### src/rtl/mem_access_stage.sv
`default_nettype none
// ============================================================================
// Module      : mem_access_stage
// Description : RISC-V MEM stage. It runs loads and stores over a busywait
//               memory port and owns the MEM/WB pipeline register.
// Revision    : 1.0 - initial release
// ============================================================================
module mem_access_stage #(
    parameter int TIMEOUT = 1023
) (
    input  logic        clk,
    input  logic        reset,
    input  logic        d_mem_r_in,
    input  logic        d_mem_w_in,
    input  logic [2:0]  fun_3_in,
    input  logic [31:0] address_in,
    input  logic [31:0] store_data_in,
    input  logic        mux_d_mem_in,
    input  logic        write_reg_en_in,
    input  logic [4:0]  write_address_in,
    output logic        mem_read,
    output logic        mem_write,
    output logic [29:0] mem_address,
    output logic [31:0] mem_writedata,
    output logic [3:0]  mem_byteenable,
    input  logic [31:0] mem_readdata,
    input  logic        mem_busywait,
    output logic        busywait,
    output logic        misalign_fault,
    output logic        timeout_fault,
    output logic [31:0] wb_data,
    output logic        wb_write_en,
    output logic [4:0]  wb_address
);

    localparam int CW = (TIMEOUT < 2) ? 1 : $clog2(TIMEOUT);

    typedef enum logic [1:0] {
        S_IDLE     = 2'd0,
        S_ACCESS   = 2'd1,
        S_COMPLETE = 2'd2
    } state_t;

    state_t          r_state;
    logic [CW-1:0]   r_cnt;
    logic [31:0]     r_addr;
    logic [2:0]      r_fun3;
    logic            r_mux;
    logic            r_we;
    logic [4:0]      r_rd;
    logic [31:0]     r_load;

    logic            w_req;
    logic            w_illegal;
    logic            w_last;
    logic            w_abort;
    logic [3:0]      w_be;
    logic [31:0]     w_wdata;
    logic [31:0]     w_shift;
    logic [15:0]     w_half;
    logic [31:0]     w_load;

    assign w_req = d_mem_r_in | d_mem_w_in;

    always_comb begin
        w_illegal = 1'b0;
        case (fun_3_in)
            3'b000, 3'b100: w_illegal = 1'b0;
            3'b001, 3'b101: w_illegal = address_in[0];
            3'b010:         w_illegal = |address_in[1:0];
            default:        w_illegal = 1'b1;
        endcase
    end

    // The final ACCESS cycle aborts only if memory is still busy, so the
    // stall drops in that same cycle and EX/MEM can move past the bad access.
    assign w_last  = (r_cnt == CW'(TIMEOUT - 1));
    assign w_abort = (r_state == S_ACCESS) && w_last && mem_busywait;

    assign busywait       = !reset &&
                            (((r_state == S_IDLE) && w_req && !w_illegal) ||
                             ((r_state == S_ACCESS) && !w_abort));
    assign misalign_fault = !reset && (r_state == S_IDLE) && w_req && w_illegal;
    assign timeout_fault  = !reset && w_abort;

    always_comb begin
        w_be    = 4'b1111;
        w_wdata = store_data_in;
        case (fun_3_in[1:0])
            2'b00: begin
                w_be    = 4'b0001 << address_in[1:0];
                w_wdata = {4{store_data_in[7:0]}};
            end
            2'b01: begin
                w_be    = 4'b0011 << address_in[1:0];
                w_wdata = {2{store_data_in[15:0]}};
            end
            default: begin
                w_be    = 4'b1111;
                w_wdata = store_data_in;
            end
        endcase
    end

    assign w_shift = mem_readdata >> {r_addr[1:0], 3'b000};
    assign w_half  = r_addr[1] ? mem_readdata[31:16] : mem_readdata[15:0];

    always_comb begin
        w_load = mem_readdata;
        case (r_fun3)
            3'b000:  w_load = {{24{w_shift[7]}}, w_shift[7:0]};
            3'b100:  w_load = {24'd0, w_shift[7:0]};
            3'b001:  w_load = {{16{w_half[15]}}, w_half};
            3'b101:  w_load = {16'd0, w_half};
            default: w_load = mem_readdata;
        endcase
    end

    always_ff @(posedge clk) begin
        if (reset) begin
            r_state        <= S_IDLE;
            r_cnt          <= '0;
            r_addr         <= '0;
            r_fun3         <= '0;
            r_mux          <= 1'b0;
            r_we           <= 1'b0;
            r_rd           <= '0;
            r_load         <= '0;
            mem_read       <= 1'b0;
            mem_write      <= 1'b0;
            mem_address    <= '0;
            mem_writedata  <= '0;
            mem_byteenable <= '0;
            wb_data        <= '0;
            wb_write_en    <= 1'b0;
            wb_address     <= '0;
        end else begin
            case (r_state)
                S_IDLE: begin
                    if (!w_req) begin
                        wb_data     <= address_in;
                        wb_write_en <= write_reg_en_in;
                        wb_address  <= write_address_in;
                    end else if (w_illegal) begin
                        wb_write_en <= 1'b0;
                    end else begin
                        r_addr         <= address_in;
                        r_fun3         <= fun_3_in;
                        r_mux          <= mux_d_mem_in;
                        r_we           <= write_reg_en_in;
                        r_rd           <= write_address_in;
                        r_cnt          <= '0;
                        mem_read       <= d_mem_r_in;
                        mem_write      <= !d_mem_r_in;
                        mem_address    <= address_in[31:2];
                        mem_writedata  <= d_mem_r_in ? 32'd0 : w_wdata;
                        mem_byteenable <= d_mem_r_in ? 4'd0 : w_be;
                        // Bubble into WB while the access is outstanding
                        wb_write_en    <= 1'b0;
                        r_state        <= S_ACCESS;
                    end
                end
                S_ACCESS: begin
                    if (!mem_busywait) begin
                        mem_read  <= 1'b0;
                        mem_write <= 1'b0;
                        r_load    <= w_load;
                        r_state   <= S_COMPLETE;
                    end else if (w_last) begin
                        mem_read    <= 1'b0;
                        mem_write   <= 1'b0;
                        wb_write_en <= 1'b0;
                        r_state     <= S_IDLE;
                    end else begin
                        r_cnt <= r_cnt + 1'b1;
                    end
                end
                S_COMPLETE: begin
                    wb_data     <= r_mux ? r_load : r_addr;
                    wb_write_en <= r_we;
                    wb_address  <= r_rd;
                    r_state     <= S_IDLE;
                end
                default: r_state <= S_IDLE;
            endcase
        end
    end

endmodule
`default_nettype wire

### config.mk
export PLATFORM = sky130hd
export DESIGN_NAME = mem_access_stage
export DESIGN_NICKNAME = d
export VERILOG_FILES = /design/src/rtl/mem_access_stage.sv
export SDC_FILE = /design/constraint.sdc
export NUM_CORES = 1
export LEC_CHECK = 0
export CAP_MARGIN = 20
export CORE_ASPECT_RATIO = 1.2
export CORE_UTILIZATION = 52
export CTS_CLUSTER_DIAMETER = 200
export DETAILED_ROUTE_END_ITERATION = 7
export HOLD_SLACK_MARGIN = 0.03
export PLACE_DENSITY = 0.95
export SKIP_CTS_REPAIR_TIMING = 1
export SYNTH_ARGS = -nofsm -noshare
export SYNTH_HDL_FRONTEND = slang
export SYNTH_SLANG_ARGS = --single-unit
### constraint.sdc
create_clock -name clk -period 6.1 [get_ports clk]
set_input_delay 0.61 -clock clk [delete_from_list [all_inputs] [get_ports clk]]
set_output_delay 0.61 -clock clk [all_outputs]
set_load 0.005 [all_outputs]
==> results of run 1 <==
-- power breakdown --
part,internal [mW],switching [mW],total (mW)
registers,1.18,0.101,1.28
clock network,0.572,0.472,1.04
logic,0.388,0.428,0.816
-- sequential cells by signal (all words and copies together) (netlist names), 3 cells and up --
signal and cells:
r_cnt 10, r_rd 5, r_fun3 3, mem_byteenable 4, mem_writedata 32, mem_address 30, wb_address 5, wb_data 32
r_load 32
-- cell usage after synthesis, drive strengths merged, types with 7 or more instances --
cell type / count
dfxtp: 162
and2: 7
nand3: 39
buf: 65
a211oi: 14
o21ai: 45
ha: 7
inv: 11
nor3: 13
mux2: 28
clkbuf: 45
nand2: 160
nand3b: 10
mux2i: 85
a21oi: 145
nor2: 81
-- final timing paths --
| kind | startpoint | to | slack (ns) | depth (start not counted) |
|---|---|---|---|---|
| worst max-delay path | fun_3_in[0] | busywait | 2.36 | 5 |
| worst min-delay path | mem_writedata[4]$_SDFFE_PP0P_ | mem_writedata[4]$_SDFFE_PP0P_ | 0.45 | 2 |
| worst min register to register | mem_writedata[4]$_SDFFE_PP0P_ | mem_writedata[4]$_SDFFE_PP0P_ | 0.45 | 2 |
| worst max register to register | r_state[1]$_SDFFE_PP0P_ | wb_data[19]$_SDFFE_PP0P_ | 3.33 | 7 |
-- cells by family (layout without fill, tap and decap cells) --
logic type               count (synthesis)  count (layout)  share of synthesized area
AO/OA/AOI/OAI                          240             240                     0.1729
multiplexers                           114             114                     0.1481
AND/OR/NAND/NOR                        336             336                     0.1847
flip-flops                             162             162                     0.4041
buffers and inverters                  121             271                    0.07934
adder cells (fa/ha/maj)                  7               7                    0.01091
-- layout make-up --
type                    count  area, um^2
clock buffers              17       425.4
clock inverters            15       147.6
fillers                  1094        4489
inverters                  11       41.29
multi-input cells         697        4160
flip-flops and latches    162        3244
well taps                 204       255.2
repair buffers            228        2257
-- per-layer routing --
| metal | GRT usage | vias up | routed length [um] |
|---|---|---|---|
| li1 | - | 3669 | - |
| met1 | 0.3554 | 3586 | 9196 |
| met2 | 0.5077 | 373 | 11760 |
| met3 | 0.07804 | 87 | 1774 |
| met4 | 0.1675 | 0 | 1190 |
| met5 | 0 | - | 0 |
-- worst max-delay path, cell delays in order --
cell             delay (ns)
clkdlybuf4s50_1        0.78
or4_4                  0.72
a21o_2                 0.23
a21oi_1                0.21
clkdlybuf4s50_1        0.58
-- through the flow --
stage,power [mW],util,hold WS [ns]
floorplan,1.784,-,0.4360
detailed placement,2.100,0.6630,0.4452
global route,3.281,0.7011,0.4741
global placement,2.073,0.6630,0.4382
CTS,3.139,0.7011,0.4548
finish,3.139,0.7011,0.4541
==> results.md, run 1 <==
- Vias in the first global route: 7450
- Worst Path Max Fanout: 15
- CP Class: in2out
- Fin. Hold Viols: 0
- Synthesized area: 8026 um^2
- TritonRoute pass-1 iters: 5
- Fin cells: 1334
- Grt total ovfl: 0
- Number of synthesized flops with an enable pin: 0
- Clk sinks: 162
- Worst Setup Slack, final: 2.355 ns
- Outcome: completed
- Nets: 1235
- DPL Wire Length: 16.23 mm
- Slew of the pin with the lowest slew margin: 1.089 ns
- Overall routing resource usage: 0.3059
- Avg Inst Size Synth: 8.190 um^2
- CP Data Required Time: 5.49 ns
- Initial Util: 0.5344
- Final period util: 0.6139
- Rel. slew slack: 0.2742
- Routability cong.: 0.9096
- Yosys top cell area share: 0.4041
- Synth Flop Type: dfxtp_1
- Max Slew Vio Count: 0
- Routed vias/inst: 5.783
- Synth-to-Final Area Change: 31.21%
- Synthesized instance count: 980
- Final setup viols: 0
- Synth Register Bits: 162
- Post-synthesis sequential area ratio: 0.4041
- Worst hold path class: reg2reg
- Setup skew after layout: 0.01151 ns
- Layout cells sized above 1: 0.07611
- Die Span X: 115.4 um
- CP Launch Type: input pin
- H-tree depth: 4
- Post-synth net total: 1098
- Commonest non-fill, non-tap cells in the layout: clkdlybuf4s50_1 (218), dfxtp_1 (161), nand2_1 (160)
- Die area: 15940 um^2
- Max Cap Violations: 0
- Top cells by area, synth: dfxtp_1 (40%), mux2i_1 (11%), a21oi_1 (8.9%), nand2_1 (7.5%), mux2_2 (3.9%)
- Placed instance area: 9958 um^2
- IO Port Bufs: 219
- Core area: 15020 um^2
- CTS buffer count: 17
- Place WS: 2.375 ns
- Cell count after placement: 1302
- LEAKAGE: 3.679 nW
- Initial antenna violation count: 0
- Area leader, netlist: dfxtp_1
- Peak VDD IR: 228.0 uV
- Yosys warnings: 0
- Ys async rst share: 0
- Die Span Y: 138.1 um
- Routed len/inst: 17.93 um
- Crit path capture type: primary output
- Global-route wire length before repair: 37.92 mm
- Commonest non-fill, non-tap cell in the layout: clkdlybuf4s50_1
- DRC violations left: 0
- Setup TNS: 0 ns
- F_max: 267.0 MHz
- Root buf cell: clkbuf_16
- Reg clk slew, reported paths: 0.07 ns
- Skew-Pair Late Insertion Delay: 0.44 ns
- Pin count of the biggest net entering global routing: 78
- RSZ-0062 raised after global routing: no
- Rows: 49
- Final min period: 3.745 ns
- Post-Route WL: 23.92 mm
- Cell variety after synth: 54
- Total number of vias: 7715
- Power per cell area: 298.1 nW/um^2
- CTS tree: built
- Cell area after layout: 10530 um^2
- Post-DRT Antenna Nets: 0
- Arr. time, crit path: 3.13 ns
- Ant. Diodes: 0
- Clock Tree Buf Depth: 2
- I/O Pins: 220
- Iter 0 DRT Violations: 586
Power figures use the tool's default switching activity.
==> inputs of run 2 (changes only) <==
--- a/config.mk
+++ b/config.mk
@@ -7,11 +7,11 @@
 export LEC_CHECK = 0
 export CAP_MARGIN = 20
 export CORE_ASPECT_RATIO = 1.2
-export CORE_UTILIZATION = 52
+export CORE_UTILIZATION = 44
 export CTS_CLUSTER_DIAMETER = 200
 export DETAILED_ROUTE_END_ITERATION = 7
 export HOLD_SLACK_MARGIN = 0.03
-export PLACE_DENSITY = 0.95
+export PLACE_DENSITY = 0.88
 export SKIP_CTS_REPAIR_TIMING = 1
 export SYNTH_ARGS = -nofsm -noshare
 export SYNTH_HDL_FRONTEND = slang
==> constraint.sdc (replaced) <==
create_clock -name clk -period 3.25 [get_ports clk]
set_input_delay 0.325 -clock clk [delete_from_list [all_inputs] [get_ports clk]]
set_output_delay 0.325 -clock clk [all_outputs]
set_load 0.005 [all_outputs]
==> run 2 against run 1 <==
  * The flow now finishes with violations (DRC)
  * Die area is 18% higher
  * Register-to-register slack worse by 2.7 ns
  * Via count is 1.1% lower
  * Worst hold slack worse by 0.018 ns
  * Flip-flop and latch count stayed put
  * Critical path depth is 1 higher
  * Non-clock buffer count is 9 higher
  * Total power is 93% higher
  * Critical path type is now reg2out
  * Largest power group unchanged
==> results.md, run 2 (synthesized netlist as in run 1, its figures left out) <==
- Clock Tree Buf Depth: 2 (unchanged)
- Nets: 1244 (+0.73%)
- Post-Route WL: 24.19 mm (+1.1%)
- Worst path cell trace: inv_1 -> ha_1 -> o21ai_1 -> a21o_2 -> a21oi_1 -> clkdlybuf4s50_1
- LEAKAGE: 3.755 nW (+2.1%)
- Fin cells: 1358 (+1.8%)
- Bufs and invs on worst path: 2 (unchanged)
- Vias in the first global route: 7367 (-1.1%)
- Iter 0 DRT Violations: 474 (-19%)
- RSZ-0062 raised after global routing: no
- Worst Path Max Fanout: 11 (-4)
- Initial antenna violation count: 0 (unchanged)
- Initial Util: 0.4533 (-0.08104)
- CTS tree: built
- Grt total ovfl: 0 (unchanged)
- Comb power frac: 0.262 (+0.002)
- Routed len/inst: 17.81 um (-0.68%)
- Outcome: finished, violations left
- Clk sinks: 162 (unchanged)
- Core area: 17710 um^2 (+18%)
- CP Data Required Time: 2.92 ns (-2.57 ns)
- Sw Pwr: 1.831 mW (+83%)
- Top delay family on crit path: compound AO/OA/AOI/OAI gates
- Power per cell area: 566.7 nW/um^2 (+90%)
- Root buf cell: clkbuf_16
- Final period util: 0.9337
- Rows: 53 (+8.2%)
- Commonest non-fill, non-tap cells in the layout: clkdlybuf4s50_1 (218), dfxtp_1 (161), nand2_1 (160)
- Die area: 18790 um^2 (+18%)
- Failing checks: DRC
- R2r setup slk: 0.68 ns (-2.65 ns)
- Reg clk slew, reported paths: 0.06 ns (about the same)
- CTS buffer count: 17 (unchanged)
- Routed vias/inst: 5.619 (-2.8%)
- Total number of vias: 7630 (-1.1%)
- Final min period: 3.035 ns
- F_max: 329.5 MHz
- Fill count: 1475 (+35%)
- Synth-to-Final Area Change: 33.05%
- CP Launch Type: flop
- Largest regs: mem_writedata (32), r_load (32), wb_data (32)
- Max Cap Violations: 0 (unchanged)
- Switching part of the total: 0.3026 (-0.01630)
- Arr. time, crit path: 2.71 ns (-0.42 ns)
- Die Span X: 125.3 um (+8.6%)
- Placed instance area: 10070 um^2 (+1.1%)
- Max Slew Vio Count: 0 (unchanged)
- Slew of the pin with the lowest slew margin: 0.8639 ns (-0.2247 ns)
- H-tree depth: 4 (unchanged)
- Routability cong.: 0.8807 (-3.2%)
- Die Span Y: 150.0 um (+8.6%)
- Pin count of the biggest net entering global routing: 78 (unchanged)
- Commonest non-fill, non-tap cell in the layout: clkdlybuf4s50_1
- Skew-Pair Late Insertion Delay: 0.42 ns (-0.02 ns)
- Peak VDD IR: 384.9 uV (+69%)
- Worst hold path class: in2reg
- CP Class: reg2out
- Rel. slew slack: 0.4241 (+0.1498)
- Power share of the clock group: 0.344 (+0.011)
- Setup TNS: 0 ns (unchanged)
- Cell area after layout: 10680 um^2 (+1.4%)
- Post-DRT Antenna Nets: 0 (unchanged)
- Slowest stage delay, CP: 0.56 ns (-0.22 ns)
- Global-route wire length before repair: 37.69 mm (-0.60%)
- Overall routing resource usage: 0.2555 (-0.05034)
- I/O Pins: 220 (unchanged)
- Final setup viols: 0 (unchanged)
- DRC violations left: 5 (+5)
- Cell internal pwr: 4.221 mW (+97%)
- Fin. Hold Viols: 0 (unchanged)
- CP max stage cell: clkdlybuf4s50_1
- Flop pwr share: 0.394 (-0.013)
- Setup skew after layout: 0.008407 ns (-0.003102 ns)
- TritonRoute pass-1 iters: 8 (+3)
- Cell count after placement: 1327 (+1.9%)
- Hold_ws: 0.4362 ns (-0.01783 ns)
- Ant. Diodes: 0 (unchanged)
- IO Port Bufs: 219 (unchanged)
- Crit path capture type: primary output
- Power Total: 6.052 mW (+93%)
- DPL Wire Length: 17.03 mm (+5.0%)
- Layout cells sized above 1: 0.08172 (+0.005616)
run 2: area by class of cell:
cell class	instances	area, um^2	share of cell area
Clock buffer	20	456.7	0.04277
Sequential cell	162	3244	0.3038
Inverter	11	41.29	0.003866
Clock inverter	11	151.4	0.01418
Timing Repair Buffer	237	2350	0.2200
Tap cell	220	275.3	0.02578
Multi-Input combinational cell	697	4160	0.3896
run 2: final timing paths:
check,start,to,cells after the start
worst min-delay path,reset,wb_data[11]$_SDFFE_PP0P_,2
worst min register to register,mem_writedata[24]$_SDFFE_PP0P_,mem_writedata[24]$_SDFFE_PP0P_,2
worst max register to register,r_state[0]$_SDFFE_PP0P_,wb_data[4]$_SDFFE_PP0P_,7
worst max-delay path,r_state[0]$_SDFFE_PP0P_,busywait,6
run 2: power by group through the flow:
stage,sequential [mW],combinational [mW],clock [mW]
6_report,2.38,1.59,2.08
5_1_grt,2.40,1.73,2.19
4_1_cts,2.38,1.58,2.10
3_5_place_dp,2.42,1.57,0
3_3_place_gp,2.41,1.53,0
2_1_floorplan,2.36,0.985,0
run 2: worst reg2reg max path, cell delays in order, from the launching register on:
cell and delay [ns]:
dfxtp_1 0.34, inv_1 0.13, ha_1 0.47, or3b_2 0.57
o21ai_4 0.33, buf_12 0.30, mux2i_1 0.24, nor2_1 0.06
run 2: metrics by stage:
step	util	setup WS [ns]
floorplan	-	1.209
CTS	0.6031	0.03849
global placement	0.5688	0.4835
finish	0.6031	0.2155
detailed placement	0.5688	0.4534
global route	0.6031	0.06144
run 2: per-layer routing:
metal / vias up / global-route usage / part of all wire / wire (um)
li1: 3666 / - / - / -
met1: 3591 / 0.2916 / 0.40 / 9578
met2: 300 / 0.4288 / 0.48 / 11680
met3: 73 / 0.06221 / 0.064 / 1547
met4: 0 / 0.1665 / 0.057 / 1382
met5: - / 0 / 0 / 0
==> inputs of run 3 (changes only) <==
--- a/config.mk
+++ b/config.mk
@@ -12,6 +12,7 @@
 export DETAILED_ROUTE_END_ITERATION = 7
 export HOLD_SLACK_MARGIN = 0.03
 export PLACE_DENSITY = 0.88
+export SETUP_SLACK_MARGIN = 0.3
 export SKIP_CTS_REPAIR_TIMING = 1
 export SYNTH_ARGS = -nofsm -noshare
 export SYNTH_HDL_FRONTEND = slang
==> constraint.sdc (replaced) <==
create_clock -name clk -period 2.55 [get_ports clk]
set_input_delay 0.255 -clock clk [delete_from_list [all_inputs] [get_ports clk]]
set_output_delay 0.255 -clock clk [all_outputs]
set_load 0.005 [all_outputs]
==> run 3 against run 2 <==
  * Cell count is 1.4% higher
  * Critical path depth fell by 1
  * The flow still finishes with violations (DRC)
  * Utilization up 1.2 points
  * Non-clock buffer count is 20 higher
  * Via count is 1.7% higher
  * Flip-flop and latch count stayed put
  * Clock power is 21% higher
  * Clock skew grew 0.0022 ns
==> results.md, run 3 (synthesized netlist as in run 1, its figures left out) <==
- Synth-to-Final Area Change: 35.74%
- Commonest non-fill, non-tap cells in the layout: clkdlybuf4s50_1 (212), nand2_1 (158), dfxtp_1 (158)
- Failing checks: DRC
- Clk sinks: 162 (unchanged)
- CP Launch Type: flop
- Peak VDD IR: 519.5 uV (+35%)
- Worst hold path class: in2reg
- Iter 0 DRT Violations: 616 (+30%)
- Initial Util: 0.4533 (unchanged)
- Clock Tree Buf Depth: 2 (unchanged)
- Fin. Hold Viols: 0 (unchanged)
- Bufs and invs on worst path: 1 (-1)
- Nets: 1264 (+1.6%)
- Initial antenna violation count: 0 (unchanged)
- Fin cells: 1377 (+1.4%)
- Cell count after placement: 1343 (+1.2%)
- Overall routing resource usage: 0.2597 (+0.004191)
- Routed len/inst: 17.75 um (-0.32%)
- CP Class: reg2out
- H-tree depth: 4 (unchanged)
- Arr. time, crit path: 1.98 ns (-0.73 ns)
- Ant. Diodes: 0 (unchanged)
- Worst Setup Slack, final: 0.3185 ns (+0.1030 ns)
- Worst Path Max Fanout: 6 (-5)
- Final setup viols: 0 (unchanged)
- Die area: 18790 um^2 (unchanged)
- Crit. Startpoint: r_cnt[1]$_SDFFE_PP0P_
- CTS tree: built
- Commonest non-fill, non-tap cell in the layout: clkdlybuf4s50_1
- Setup skew after layout: 0.01059 ns (+0.002187 ns)
- Routability cong.: 0.9442 (+7.2%)
- Final period util: 0.8751
- Reg2reg start: r_state[1]$_SDFFE_PP0P_
- Rows: 53 (unchanged)
- Largest regs: mem_writedata (32), r_load (32), wb_data (32)
- LEAKAGE: 3.923 nW (+4.5%)
- RSZ-0062 raised after global routing: yes
- Hold depth: 2 (unchanged)
- F_max: 448.1 MHz
- Fill count: 1417 (-3.9%)
- Power Total: 7.689 mW (+27%)
- Setup TNS: 0 ns (unchanged)
- DRC violations left: 5 (unchanged)
- IO Port Bufs: 219 (unchanged)
- CP Data Required Time: 2.30 ns (-0.62 ns)
- Max Slew Vio Count: 0 (unchanged)
- Power per cell area: 705.7 nW/um^2 (+25%)
- DPL Wire Length: 17.20 mm (+1.0%)
- Global-route wire length before repair: 38.54 mm (+2.3%)
- Vias in the first global route: 7613 (+3.3%)
- Post-DRT Antenna Nets: 0 (unchanged)
- R2R depth: 8 (+1)
- Outcome: finished, violations left
- Post-Route WL: 24.45 mm (+1.1%)
- Rel. slew slack: 0.4271 (+0.003030)
- Critical Path Sink: timeout_fault
- Top delay family on crit path: simple AND/OR/NAND/NOR gates
- Crit path capture type: primary output
- Worst path depth: 5 (-1)
- Reg clk slew, reported paths: 0.06 ns (about the same)
- Slowest stage delay, CP: 0.43 ns (-0.13 ns)
- Core area: 17710 um^2 (unchanged)
- Max Cap Violations: 0 (unchanged)
- Slew of the pin with the lowest slew margin: 0.8584 ns (-0.005491 ns)
- Reg-to-reg endpoint: wb_data[8]$_SDFFE_PP0P_
- Place WS: 0.003851 ns (-0.4496 ns)
- Root buf cell: clkbuf_16
- Die Span Y: 150.0 um (unchanged)
- Layout cells sized above 1: 0.1072 (+0.02545)
- Pin count of the biggest net entering global routing: 78 (unchanged)
- Worst path cell trace: ha_2 -> nand2_2 -> or3_1 -> nor4_2 -> dlymetal6s2s_1
- Total number of vias: 7757 (+1.7%)
- Routed vias/inst: 5.633 (+0.26%)
- TritonRoute pass-1 iters: 8 (unchanged)
- CTS buffer count: 17 (unchanged)
- Grt total ovfl: 0 (unchanged)
- R2r setup slk: 0.42 ns (-0.26 ns)
- Die Span X: 125.3 um (unchanged)
- I/O Pins: 220 (unchanged)
- Final min period: 2.231 ns
- CP max stage cell: or3_1
- Skew-Pair Late Insertion Delay: 0.42 ns (about the same)
==> run 3: metal layers <==
layer	share of wire	global-route usage
met1	0.39	0.2938
met2	0.49	0.4525
met3	0.065	0.05971
met4	0.047	0.1457
met5	0	0
==> run 3: report_power, final <==
part / leakage (nW) / switching (mW) / total (mW) / internal [mW]
Combinational: 2.32 / 1.09 / 2.14 / 1.05
Sequential: 1.32 / 0.221 / 3.04 / 2.82
Clock: 0.276 / 1.02 / 2.51 / 1.49
==> run 3: final cells by class <==
class                   count  area (um^2)  share of cell area
multi-input cells         697         4203              0.3857
inverters                  11        41.29            0.003790
clock inverters             8        103.9            0.009532
clock buffers              22        464.2             0.04260
repair buffers            257         2560              0.2350
well taps                 220        275.3             0.02526
flip-flops and latches    162         3248              0.2981
==> run 3: worst min-delay path by stage <==
stage,start,end
after detailed placement,mem_writedata[1]$_SDFFE_PP0P_,mem_writedata[1]$_SDFFE_PP0P_
after floorplan,store_data_in[0],mem_writedata[0]$_SDFFE_PP0P_
final,reset,r_cnt[7]$_SDFFE_PP0P_
after global placement,mem_writedata[19]$_SDFFE_PP0P_,mem_writedata[19]$_SDFFE_PP0P_
after global routing,reset,r_cnt[7]$_SDFFE_PP0P_
after CTS,reset,r_cnt[7]$_SDFFE_PP0P_
==> run 3: per-stage QoR <==
step	instance area [um^2]	hold WS, ns	utilization
2_1_floorplan	8026	0.3907	-
3_3_place_gp	10230	0.4383	0.5777
3_5_place_dp	10230	0.4437	0.5777
4_1_cts	10800	0.1267	0.6098
5_1_grt	10900	0.1778	0.6154
6_report	10900	0.1623	0.6154
==> patch (flow settings as in run 3) <==
Register the output `timeout_fault`, cleared by the reset; this adds one clock of latency there. The other outputs are not delayed to match.
--- a/src/rtl/mem_access_stage.sv
+++ b/src/rtl/mem_access_stage.sv
@@ -81,7 +81,13 @@
                             (((r_state == S_IDLE) && w_req && !w_illegal) ||
                              ((r_state == S_ACCESS) && !w_abort));
     assign misalign_fault = !reset && (r_state == S_IDLE) && w_req && w_illegal;
-    assign timeout_fault  = !reset && w_abort;
+    always_ff @(posedge clk) begin
+        if (reset) begin
+            timeout_fault <= '0;
+        end else begin
+            timeout_fault <= !reset && w_abort;
+        end
+    end
 
     always_comb begin
         w_be    = 4'b1111;
Check against the original RTL: no difference found for any inputs over 4 cycles, from zero or initial values and one cycle with reset high; that may be too few to reach the edited logic, so the function may still have changed.
==> patch against run 3 <==
  * Power down 5.4%
  * Largest power group unchanged
  * Synthesized area down 3.1%
  * Sequential cell count increased by 1
  * Global-route usage down 0.66 points
  * Worst setup slack got worse by 0.034 ns
  * Cell area down 1.8%
  * Clock skew shrank 0.0022 ns
  * Routed wire length fell by 3.8%
==> patch: results (changes against run 3) <==
synth top area cells: dfxtp_1 (42%), a21oi_1 (8.5%), nand2_1 (7.9%)
syn avg cell area: 7.97 sq um (-2.7%)
share of layout cells above drive strength 1: 0.0927 (-0.0145)
all-layer global routing usage: 0.253 (-0.00664)
GR Layer Usage met3: 0.0644 (+0.00472)
largest fanout on the critical path: 5 (-1)
GR Util met2: 0.422 (-0.0307)
post-synthesis sequential area ratio: 0.420 (+0.0156)
status: finished clean
Post-Layout Cell Count: 1370 (-0.51%)
Worst Skew: 0.00834 ns (-0.00225 ns)
synth cell count leaders: dfxtp_1 (163), nand2_1 (163), a21oi_1 (132)
vias: 7759 (+0.026%)
largest net degree at the start of global routing: 79 (+1.3%)
Synthesized Nets: 1094 (-0.36%)
drt initial violations: 647 (+5.0%)
GPL Wtd Cong: 0.882 (-6.6%)
worst vdd ir: 0.437 mV (-16%)
slowest stage cell on the critical path: nor3_4
first-pass GRT wire length: 36.2 mm (-6.1%)
Slew headroom: 0.482 (+0.0548)
Sw Ratio: 0.302 (-0.00143)
Pleak: 3.70 nW (-5.6%)
met1 Usage GRT: 0.291 (-0.00256)
fin nets: 1259 (-0.40%)
Reg area: 0.00327 sq mm (+0.73%)
slowest cell delay on critical path: 0.36 ns (-0.07 ns)
vias in the first global route: 7247 (-4.8%)
-- patch: cells by family (layout without fill, tap and decap cells) --
| kind of cell | Yosys count | count (layout) | synth area share |
|---|---|---|---|
| buffers and inverters | 118 | 296 | 0.0734 |
| AO/OA/AOI/OAI | 244 | 244 | 0.189 |
| AND/OR/NAND/NOR | 369 | 369 | 0.203 |
| flip-flops | 163 | 163 | 0.420 |
| multiplexers | 75 | 75 | 0.103 |
| adder cells (fa/ha/maj) | 7 | 7 | 0.0113 |
-- patch: metal layers --
metal  vias to the layer above  routed length (um)  share of wire
met2                       324               11500           0.49
met3                        81                1690          0.072
met4                         0                1070          0.046
li1                       3692                   -              -
met1                      3662                9260           0.39
met5                         -                   0              0
-- patch: area by class of cell --
type                            instances  share of cell area
Multi-Input combinational cell        695               0.378
Clock buffer                           20              0.0418
Timing Repair Buffer                  256               0.235
Inverter                                8             0.00304
Sequential cell                       163               0.306
Clock inverter                         12              0.0115
Tap cell                              216              0.0253
-- patch: path summary, 6_finish.rpt --
check | startpoint | to | slack [ns] | cells after the start
max | r_cnt[0] | busywait | 0.28 | 8
min | reset | r_state[1] | 0.36 | 2
max reg2reg | r_state[1] | r_cnt[6] | 0.28 | 8
min reg2reg | mem_writedata[6] | mem_writedata[6] | 0.45 | 2
-- patch: power by group through the flow --
stage / clock, mW / combinational [mW] / sequential (mW)
final: 2.49 / 1.83 / 2.95
after global routing: 2.64 / 2.00 / 2.98
after CTS: 2.52 / 1.72 / 2.94
after detailed placement: 0 / 1.70 / 3.00
after global placement: 0 / 1.66 / 2.99
after floorplan: 0 / 1.00 / 2.95
